==> src/rtl/quad_dec_pkg.sv <==
// quad_dec_pkg
//   Shared definitions for the quadrature decoder: parameter defaults,
//   the controller state enum, and the x4 transition classifier.
//   No ports; imported by quad_filter and quad_decoder.
package quad_dec_pkg;

  localparam int SYNC_STAGES_DEF = 2;
  localparam int FILT_CYCLES_DEF = 3;
  localparam int WRAP_MAX_DEF    = 10;

  typedef enum logic {
    INIT = 1'b0,
    RUN  = 1'b1
  } dec_state_t;

  // Encoded so that the value equals the position difference mod 4.
  typedef enum logic [1:0] {
    MV_NONE = 2'd0,
    MV_UP   = 2'd1,
    MV_ERR  = 2'd2,
    MV_DOWN = 2'd3
  } move_t;

  // Position of {A,B} along the up cycle 00 -> 10 -> 11 -> 01 -> 00.
  function automatic logic [1:0] quad_pos(input logic [1:0] ab);
    logic [1:0] pos;
    case (ab)
      2'b00:   pos = 2'd0;
      2'b10:   pos = 2'd1;
      2'b11:   pos = 2'd2;
      default: pos = 2'd3;
    endcase
    return pos;
  endfunction

  // +1 step is up, -1 step is down, a two-position jump means both
  // channels moved at once and the direction is unknowable.
  function automatic move_t classify(input logic [1:0] prev_ab,
                                     input logic [1:0] cur_ab);
    logic [1:0] diff;
    diff = quad_pos(cur_ab) - quad_pos(prev_ab);
    return move_t'(diff);
  endfunction

endpackage

==> src/rtl/quad_filter.sv <==
// quad_filter
//   One encoder channel: a SYNC_STAGES-deep synchronizer followed by a
//   persistence filter. The filtered level only follows the synchronized
//   level once the two have differed for FILT_CYCLES consecutive cycles.
// Ports:
//   clk   - rising-edge clock
//   reset - synchronous, active-high; zeroes synchronizer, filter, counter
//   load  - while high, filtered level is copied straight from the
//           synchronizer output (used during start-up)
//   din   - asynchronous channel input
//   sync  - synchronizer output
//   filt  - filtered level
module quad_filter
  import quad_dec_pkg::*;
#(
  parameter int SYNC_STAGES = SYNC_STAGES_DEF,
  parameter int FILT_CYCLES = FILT_CYCLES_DEF
) (
  input  logic clk,
  input  logic reset,
  input  logic load,
  input  logic din,
  output logic sync,
  output logic filt
);

  logic [SYNC_STAGES-1:0] chain;
  logic [3:0]             miss;

  assign sync = chain[SYNC_STAGES-1];

  always_ff @(posedge clk) begin
    if (reset) begin
      chain <= '0;
      miss  <= '0;
      filt  <= 1'b0;
    end else begin
      chain <= {chain[SYNC_STAGES-2:0], din};
      if (load) begin
        filt <= sync;
        miss <= '0;
      end else if (sync != filt) begin
        // The edge that sees the FILT_CYCLES-th mismatch accepts the level.
        if (miss == 4'(FILT_CYCLES - 1)) begin
          filt <= sync;
          miss <= '0;
        end else begin
          miss <= miss + 4'd1;
        end
      end else begin
        miss <= '0;
      end
    end
  end

endmodule

==> src/rtl/quad_decoder.sv <==
// quad_decoder
//   x4 quadrature decoder with per-channel synchronizer and glitch filter,
//   a wrapping position count 0..WRAP_MAX, and registered event pulses.
// Ports:
//   clk       - rising-edge clock
//   reset     - synchronous, active-high
//   enc_a     - asynchronous channel A
//   enc_b     - asynchronous channel B
//   clr       - synchronous count clear (honoured in RUN)
//   count     - position count
//   step      - one-cycle pulse per accepted count change
//   dir       - direction of last accepted step (1 = up)
//   wrap      - one-cycle pulse when count wraps in either direction
//   err       - one-cycle pulse when both filtered channels change together
//   state_dbg - current controller state (INIT/RUN) for observation
module quad_decoder
  import quad_dec_pkg::*;
#(
  parameter int SYNC_STAGES = SYNC_STAGES_DEF,
  parameter int FILT_CYCLES = FILT_CYCLES_DEF,
  parameter int WRAP_MAX    = WRAP_MAX_DEF
) (
  input  logic       clk,
  input  logic       reset,
  input  logic       enc_a,
  input  logic       enc_b,
  input  logic       clr,
  output logic [3:0] count,
  output logic       step,
  output logic       dir,
  output logic       wrap,
  output logic       err,
  output dec_state_t state_dbg
);

  localparam int INIT_LEN = SYNC_STAGES + FILT_CYCLES;

  dec_state_t state;
  logic [4:0] init_cnt;
  logic [1:0] ref_ab;
  logic       sync_a, sync_b, filt_a, filt_b;
  logic       load;
  move_t      mv;

  assign load      = (state == INIT);
  assign state_dbg = state;

  quad_filter #(.SYNC_STAGES(SYNC_STAGES), .FILT_CYCLES(FILT_CYCLES)) u_filt_a (
    .clk   (clk),
    .reset (reset),
    .load  (load),
    .din   (enc_a),
    .sync  (sync_a),
    .filt  (filt_a)
  );

  quad_filter #(.SYNC_STAGES(SYNC_STAGES), .FILT_CYCLES(FILT_CYCLES)) u_filt_b (
    .clk   (clk),
    .reset (reset),
    .load  (load),
    .din   (enc_b),
    .sync  (sync_b),
    .filt  (filt_b)
  );

  always_comb begin
    mv = classify(ref_ab, {filt_a, filt_b});
  end

  always_ff @(posedge clk) begin
    if (reset) begin
      state    <= INIT;
      init_cnt <= '0;
      ref_ab   <= 2'b00;
      count    <= '0;
      dir      <= 1'b1;
      step     <= 1'b0;
      wrap     <= 1'b0;
      err      <= 1'b0;
    end else begin
      step <= 1'b0;
      wrap <= 1'b0;
      err  <= 1'b0;
      case (state)
        INIT: begin
          // Filters are loading from the synchronizers in parallel, so the
          // reference tracks the same source and RUN starts with no delta.
          ref_ab <= {sync_a, sync_b};
          if (init_cnt == 5'(INIT_LEN - 1)) begin
            state <= RUN;
          end else begin
            init_cnt <= init_cnt + 5'd1;
          end
        end
        RUN: begin
          ref_ab <= {filt_a, filt_b};
          err    <= (mv == MV_ERR);
          if (clr) begin
            count <= '0;
          end else begin
            case (mv)
              MV_UP: begin
                step <= 1'b1;
                dir  <= 1'b1;
                if (count == 4'(WRAP_MAX)) begin
                  count <= '0;
                  wrap  <= 1'b1;
                end else begin
                  count <= count + 4'd1;
                end
              end
              MV_DOWN: begin
                step <= 1'b1;
                dir  <= 1'b0;
                if (count == 4'd0) begin
                  count <= 4'(WRAP_MAX);
                  wrap  <= 1'b1;
                end else begin
                  count <= count - 4'd1;
                end
              end
              default: ;
            endcase
          end
        end
        default: state <= INIT;
      endcase
    end
  end

endmodule

==> config.mk <==
export PLATFORM = sky130hd
export DESIGN_NAME = quad_decoder
export DESIGN_NICKNAME = d
export VERILOG_FILES = /design/src/rtl/quad_dec_pkg.sv /design/src/rtl/quad_filter.sv /design/src/rtl/quad_decoder.sv
export SDC_FILE = /design/constraint.sdc
export NUM_CORES = 1
export LEC_CHECK = 0
export CAP_MARGIN = 25
export CORE_MARGIN = 5
export CORE_UTILIZATION = 60
export CTS_CLUSTER_DIAMETER = 80
export DETAILED_ROUTE_END_ITERATION = 10
export PLACE_DENSITY = 0.87
export SLEW_MARGIN = 20
export SYNTH_ARGS = -nofsm -noshare
export SYNTH_HDL_FRONTEND = slang
export SYNTH_SLANG_ARGS = --single-unit
==> constraint.sdc <==
create_clock -name clk -period 7.3 [get_ports clk]
set_clock_uncertainty 0.05 [all_clocks]
set_input_delay 1.46 -clock clk [delete_from_list [all_inputs] [get_ports clk]]
set_output_delay 1.46 -clock clk [all_outputs]
set_load 0.05 [all_outputs]
# Word-level counts from Yosys, hierarchy flattened

Cells that the tools add are included.

Memories kept: 0
Flip-flop bits (word level): 30
Latch bits: 0
Word-level logic and storage cells: 77
Output and inout bits: 9
ROM bits: 0
Memory bits (writable): 0

Equal/unequal tests: 17
$mul: 0
Shift-type cells: 0
Reductions and logical operators: 15
Bitwise operators: 5
Order comparisons: 0
Div/mod/pow operators: 0
Add/subtract/negate cells: 6
Muxes and demuxes: 20

Operators by type and width:

| kind                                             | number |
|---|---|
| adder 4 x 1 -> 4 bit, second input constant      | 3 |
| == test 2 bit, second input constant             | 6 |
| 2-to-1 mux 4 bit                                 | 3 |
| case mux 2 bit (3 select lines)                  | 2 |
| 2-to-1 mux 1 bit                                 | 11 |
| == test 4 x 2 -> 1 bit, second input constant    | 2 |
| != test 2 x 1 -> 1 bit, second input constant    | 4 |
| case mux 4 bit (2 select lines)                  | 1 |
| AND reduction 2 bit                              | 4 |
| OR reduction 4 bit                               | 2 |
| adder 5 x 1 -> 5 bit, second input constant      | 1 |
| == test 5 x 3 -> 1 bit, second input constant    | 1 |
| inverter 1 bit                                   | 5 |
| == test 4 bit, second input constant             | 1 |
| zero test 2 bit                                  | 2 |
| zero test 4 bit                                  | 1 |
| case mux 1 bit (2 select lines)                  | 2 |
| case mux 2 bit (2 select lines)                  | 1 |
| OR reduction 2 bit                               | 2 |
| subtractor 4 x 1 -> 4 bit, second input constant | 1 |
| AND reduction 3 bit                              | 1 |
| nonzero test 3 bit                               | 1 |
| OR reduction 3 bit                               | 1 |
| == test 2 x 1 -> 1 bit, second input constant    | 1 |
| other kinds (3)                                  | 4 |

# Logic depth before layout (Yosys ltp)

Gate-level depths: netlist of run 1.

Word-level depth: 6
Gate-level depth with buffers: 10

# Modules after synthesis

Synthesis of run 1 repeated with hierarchy kept, for this count alone.

Cell total of the unflattened synthesis: 157
Area, all modules: 1478.9 um^2

Modules (own cells, without submodules):

| module       | area an instance (um^2) | sequential area each (um^2) | instances | cells an instance |
|---|---|---|---|---|
| quad_decoder | 948.4                   | 320.3                       | 1         | 107 |
| quad_filter  | 265.3                   | 140.1                       | 2         | 25 |

# Worst setup path after synthesis of run 1

Ideal clock, no wire load.

Path kind: input-to-reg
Start point: in reset
End point: reg count[1]
Cell stages on the path: 5
Required time: 7.187 ns
Buffers on the path: 2
Arrival time: 2.758 ns
Library setup time: 0.063 ns
Setup slack: 4.429 ns
Path through: clkbuf_1 > or4b_1 > buf_2 > or4_1 > nand3_1

RTL lines:

| element                | RTL line            | text |
|---|---|---|
| start: declaration     | quad_decoder.sv:24  | `input logic reset,` |
| end signal: assignment | quad_decoder.sv:109 | `count <= count + 4'd1;` |
| end signal: assignment | quad_decoder.sv:116 | `count <= 4'(WRAP_MAX);` |
| end signal: assignment | quad_decoder.sv:119 | `count <= count - 4'd1;` |
| end: declaration       | quad_decoder.sv:28  | `output logic [3:0] count,` |

# Final worst setup path of run 1

Start point: reg state, in the netlist state_dbg
End point: out state_dbg

RTL lines:

| element                  | RTL line            | text |
|---|---|---|
| start: declaration       | quad_decoder.sv:38  | `dec_state_t state;` |
| start signal: assignment | quad_decoder.sv:72  | `state <= INIT;` |
| start signal: assignment | quad_decoder.sv:90  | `state <= RUN;` |
| start signal: assignment | quad_decoder.sv:126 | `default: state <= INIT;` |
| end: declaration         | quad_decoder.sv:33  | `output dec_state_t state_dbg` |

No word-level cell between the ends.

==> flow_metrics.env, run 1 <==
export IMPL_run_status="completed"
export IMPL_crit_fanout=17
export IMPL_vias_per_cell=5.48
export IMPL_min_period_ns=3.43
export IMPL_synth_top_cell_area_share_pct=41.0
export IMPL_finalWorstSetupSlack_ns=3.87
export IMPL_setup_viol=0
export IMPL_final_nets=192
export IMPL_syn_mean_instance_area_um2=9.27
export IMPL_asyncSetResetFlopFracSynth_pct=0
export IMPL_htree_levels=2
export IMPL_multi_input_gate_area_in_the_final_layout_um2=787
export IMPL_placement_cell_area_um2=1600
export IMPL_postLayoutCellArea_um2=1640
export IMPL_synth_area_mux_share_pct=2.74
export IMPL_root_buffer="clkbuf_4"
export IMPL_initial_antenna_violation_count=0
export IMPL_maxSlewViolCount=0
export IMPL_remaining_antenna_violation_count=0
export IMPL_finalWeightedCongestion=0.788
export IMPL_antennaDiodeCount=0
export IMPL_worstPathCellList="clkdlybuf4s50_1"
export IMPL_core_area_um2=2280
export IMPL_irDropWorstVdd_uv=215
export IMPL_final_core_util_pct=72.2
export IMPL_power_per_cell_area_nw_per_um2=202
export IMPL_share_of_the_yosys_chip_area_belonging_to_registers_pct=41.0
export IMPL_clkSinkCount=30
export IMPL_worst_pin_slew_ns=0.588
export IMPL_synth_seq_cells=30
export IMPL_hold_viol=0
export IMPL_finalCritPeriodShare_pct=46.9
export IMPL_mappedNetlistNets=178
export IMPL_critPathCaptureType="output pin"
export IMPL_die_area_um2=3530
export IMPL_fillerInstances=166
export IMPL_wire_length_of_the_first_global_routing_pass_mm=4.36
export IMPL_cts_hold_repair_buffers=0
export IMPL_tritoncts="done"
export IMPL_holdCritPathClass="register to register"
export IMPL_worst_setup_hold_path_clk_slew_ns=0.08
export IMPL_synth_adder_area_share_pct=12.8
export IMPL_register_area_um2=601
export IMPL_cp_num_buf_inv=1
export IMPL_io_pins=14
export IMPL_port_buffers=13
export IMPL_critPathLaunchType="register"
export IMPL_initialDrtViolationCount=36
export IMPL_path_delay_family="buffers and inverters"
export IMPL_numCtsBuffers=5
export IMPL_synth_area_um2=1460
export IMPL_dominantRegCellSynth="dfxtp_1"
export IMPL_cts_setup_buffers=0
export IMPL_core_rowCount=17
export IMPL_grt_setup_unrepaired="false"
export IMPL_holdWs_ns=0.399
export IMPL_route_detailed_wl_per_inst_um=13.0
export IMPL_post_place_ws_ns=3.70
export IMPL_timing_fmax_ghz=0.292
export IMPL_yosys_top_cells_count="30 x dfxtp_1, 23 x nor2_1, 15 x ha_1"
export IMPL_grt_pass1_vias=1071
export IMPL_synthXorXnorAreaFrac_pct=6.92
export IMPL_die_y_um=59.4
export IMPL_clk_path_buf_depth=2
export IMPL_post_cts_resize_count=0
export IMPL_yosys_warnings=0
export IMPL_synth_enable_flop_cells=0
export IMPL_cp_slowest_cell="clkdlybuf4s50_1"
export IMPL_drt_total_wl_mm=2.60
export IMPL_remaining_drc_errors=0
export IMPL_layout_drive_gt1_share_pct=3.49
export IMPL_critical_path_class="register to output pin"
export IMPL_synth_compound_gate_area_share_pct=9.66
export IMPL_gr_usage_all_layers_pct=16.8
export IMPL_area_delta_synth_final_pct=12.2
export IMPL_synthDistinctLibCells=38
export IMPL_synth_top_family_by_area="simple AND/OR/NAND/NOR gates"
export IMPL_cpPeakStageDelay_ns=0.91
export IMPL_yosysMostFrequentCell="dfxtp_1"
export IMPL_overflow=0
export IMPL_drt_pre_antenna_iters=4
export IMPL_dp_final_hpwl_mm=1.93
export IMPL_finish_cell_count_without_fillers=200
export IMPL_worstPathRequired_ns=5.79
export IMPL_synth_cells=158
export IMPL_total_power_mw=0.332
export IMPL_die_width_um=59.4
export IMPL_floorplan_initialDensity_pct=64.3
export IMPL_clock_latency_ns=0.34
export IMPL_timing_slew_headroom_pct=60.7
export IMPL_netlist_top_cells_area="dfxtp_1 41%, ha_1 13%, nor2_1 5.9%"
export IMPL_arrival_ns=1.92
export IMPL_vias=1095
export IMPL_grt_max_degree=20
export IMPL_timing_max_cap_violations=0
export IMPL_power_leakage_nw=0.642
export IMPL_placed_cells_incl_taps=193
export IMPL_netlist_top_cell_by_area="dfxtp_1"
export IMPL_timing_setup_tns_ns=0
export IMPL_synth_simple_area_share_pct=21.6
==> where the power goes <==
| group | switching (mW) | internal, mW | total (mW) |
|---|---|---|---|
| logic | 0.0304 | 0.0265 | 0.0570 |
| clock network | 0.0531 | 0.0362 | 0.0893 |
| registers | 0.0125 | 0.173 | 0.186 |
==> cell type report <==
type,instances,share of cell area [%]
clock buffer,7,2.74
sequential,30,36.6
multi-input combinational,110,47.9
timing repair buffer,13,7.92
inverter,12,2.74
tap,28,2.13
==> logic make-up after synthesis <==
kind of cell / count (synthesis)
compound gates: 20
xor+xnor: 10
fa+ha+maj: 15
buf+inv: 18
flops: 30
mux: 4
simple gates: 61
==> layer usage <==
layer	track usage (%)	part of all wire (%)	vias up
li1	-	-	561
met5	0	0	-
met3	7.19	5.9	6
met4	7.12	1.6	0
met2	28.7	49	25
met1	18.0	44	503
==> final timing paths <==
path,start,end,slack (ns),depth (start not counted)
min,u_filt_a.chain[0],u_filt_a.chain[1],0.40,1
max,state_dbg,state_dbg,3.87,1
max reg2reg,u_filt_a.filt,count[1],4.68,6
min reg2reg,u_filt_a.chain[0],u_filt_a.chain[1],0.40,1
==> flip-flops by register name, indices dropped and copies added (netlist names), 2 cells and up <==
name	flops
init_cnt	5
count	4
u_filt_a.chain	2
u_filt_b.miss	4
ref_ab	2
u_filt_a.miss	4
u_filt_b.chain	2
==> layout by cell type (no fill, tap or decap) <==
cell type        count
o211ai_1             1
o211a_1              1
nand4b_1             1
nor4bb_1             1
xor2_1               3
xnor2_1              6
o31ai_1              2
inv_1               12
nor3_1               2
or3_1                1
nand2b_1             2
nor2b_1              4
nor2_1              23
a311o_1              2
o21ai_0              4
or2b_1               1
or4b_1               1
or4_1                2
o21a_1               1
or3b_2               1
o21bai_1             1
a21boi_0             2
and3b_1              1
nor4b_1              1
clkbuf_1             2
xnor3_1              1
dfxtp_1             30
and2_1               1
a32o_1               1
clkdlybuf4s50_1     13
clkbuf_4             5
nand2_1              8
a21oi_1              4
nor3b_1              3
ha_1                15
o41ai_1              1
nand3_1              8
mux2i_1              4
Note: power is estimated with default switching activity, not from simulation.
==> run 2: changes to the inputs <==
Settings changed: CORE_UTILIZATION 60 to 55, PLACE_DENSITY 0.87 to 0.81.
Clock period 7.3 ns to 3.36 ns, I/O delays scaled along.
==> flow_metrics.env, run 2 (same netlist as run 1, synthesis figures left out) <==
export IMPL_run_status="completed"
export IMPL_final_nets=194
export IMPL_layout_cells_most_common_list="30 x dfxtp_1, 23 x nor2_1, 15 x ha_1"
export IMPL_finish_cell_count_without_fillers=205
export IMPL_drt_total_wl_mm=2.53
export IMPL_p_comb_share_pct=17.5
export IMPL_holdCritPathClass="register to register"
export IMPL_timing_fmax_ghz=0.399
export IMPL_pwr_share_seq_pct=53.0
export IMPL_finalWeightedCongestion=0.855
export IMPL_total_power_mw=0.746
export IMPL_setup_viol=0
export IMPL_post_cts_resize_count=0
export IMPL_critPathLaunchType="register"
export IMPL_numCtsBuffers=5
export IMPL_timing_slew_headroom_pct=62.6
export IMPL_cell_internal_pwr_mw=0.538
export IMPL_dp_final_hpwl_mm=1.94
export IMPL_final_core_util_pct=66.4
export IMPL_remaining_drc_errors=0
export IMPL_irDropWorstVdd_uv=338
export IMPL_gr_usage_all_layers_pct=15.7
export IMPL_timing_max_cap_violations=0
export IMPL_core_rowCount=18
export IMPL_min_period_ns=2.51
export IMPL_die_width_um=61.6
export IMPL_grt_pass1_vias=1032
export IMPL_biggest_register="init_cnt"
export IMPL_initialDrtViolationCount=28
export IMPL_hold_viol=0
export IMPL_vias_per_cell=5.34
export IMPL_io_pins=14
export IMPL_grt_setup_unrepaired="false"
export IMPL_htree_levels=2
export IMPL_area_delta_synth_final_pct=14.4
export IMPL_tritoncts="done"
export IMPL_holdWs_ns=0.396
export IMPL_crit_fanout=10
export IMPL_maxSlewViolCount=0
export IMPL_clk_path_buf_depth=2
export IMPL_power_leakage_nw=0.663
export IMPL_p_clk_share_pct=29.5
export IMPL_floorplan_initialDensity_pct=58.0
export IMPL_remaining_antenna_violation_count=0
export IMPL_p_sw_share_pct=27.9
export IMPL_worst_setup_hold_path_clk_slew_ns=0.09
export IMPL_critical_path_class="register to register"
export IMPL_cts_hold_repair_buffers=0
export IMPL_critPathCaptureType="register"
export IMPL_root_buffer="clkbuf_4"
export IMPL_power_switching_mw=0.208
export IMPL_die_area_um2=3790
export IMPL_worstPathRequired_ns=3.57
export IMPL_arrival_ns=2.72
export IMPL_clkSinkCount=30
export IMPL_timing_setup_tns_ns=0
export IMPL_layout_cells_most_common="dfxtp_1"
export IMPL_worst_pin_slew_ns=0.553
export IMPL_antennaDiodeCount=0
export IMPL_port_buffers=13
export IMPL_power_per_cell_area_nw_per_um2=446
export IMPL_layout_drive_gt1_share_pct=5.71
export IMPL_core_area_um2=2520
export IMPL_wire_length_of_the_first_global_routing_pass_mm=4.40
export IMPL_vias=1095
export IMPL_clock_latency_ns=0.32
export IMPL_drt_pre_antenna_iters=4
export IMPL_grt_max_degree=19
export IMPL_cts_setup_buffers=0
export IMPL_die_y_um=61.6
export IMPL_initial_antenna_violation_count=0
export IMPL_route_detailed_wl_per_inst_um=12.3
export IMPL_largest_register_ff_count=5
export IMPL_placed_cells_incl_taps=197
export IMPL_finalCritPeriodShare_pct=74.6
export IMPL_overflow=0
run 2: layout make-up:
class | count | area, um^2
Multi-Input combinational cell | 110 | 787
Inverter | 12 | 45.0
Timing Repair Buffer | 15 | 145
Clock inverter | 1 | 5.00
Sequential cell | 30 | 601
Fill cell | 212 | 847
Tap cell | 30 | 37.5
Clock buffer | 7 | 55.1
run 2: per-layer routing:
metal  GRT usage, %  up-vias  wire length [um]
li1               -      566                 -
met1           20.4      506              1170
met2           24.7       21              1250
met3           5.24        2               108
met4           4.55        0                 6
met5              0        -                 0
run 2: worst max-delay path: stages, from the launching register on:
cell and delay (ns):
dfxtp_1 0.42, inv_1 0.06, ha_1 0.29, ha_1 0.39, or4b_1 0.64, or4_1 0.50
nand3_1 0.09
run 2: worst paths after layout:
kind                                         from           endpoint  slack, ns  depth (start not counted)
worst min-delay path            u_filt_a.chain[0]  u_filt_a.chain[1]       0.40                          1
worst min register to register  u_filt_a.chain[0]  u_filt_a.chain[1]       0.40                          1
worst max-delay path                u_filt_a.filt           count[1]       0.85                          6
worst max register to register      u_filt_a.filt           count[1]       0.85                          6
run 2: power groups by stage:
stage | clock (mW) | combinational (mW) | sequential, mW
after detailed placement | 0 | 0.133 | 0.403
after CTS | 0.226 | 0.133 | 0.395
final | 0.220 | 0.131 | 0.396
after global routing | 0.239 | 0.151 | 0.399
after floorplan | 0 | 0.0947 | 0.411
after global placement | 0 | 0.128 | 0.402
run 2: through the flow:
step / worst slack, ns / instance area [um^2]
after floorplan: 0.932 / 1460
after global placement: 0.914 / 1620
after detailed placement: 0.865 / 1620
after CTS: 0.836 / 1680
after global routing: 0.701 / 1680
final: 0.852 / 1680
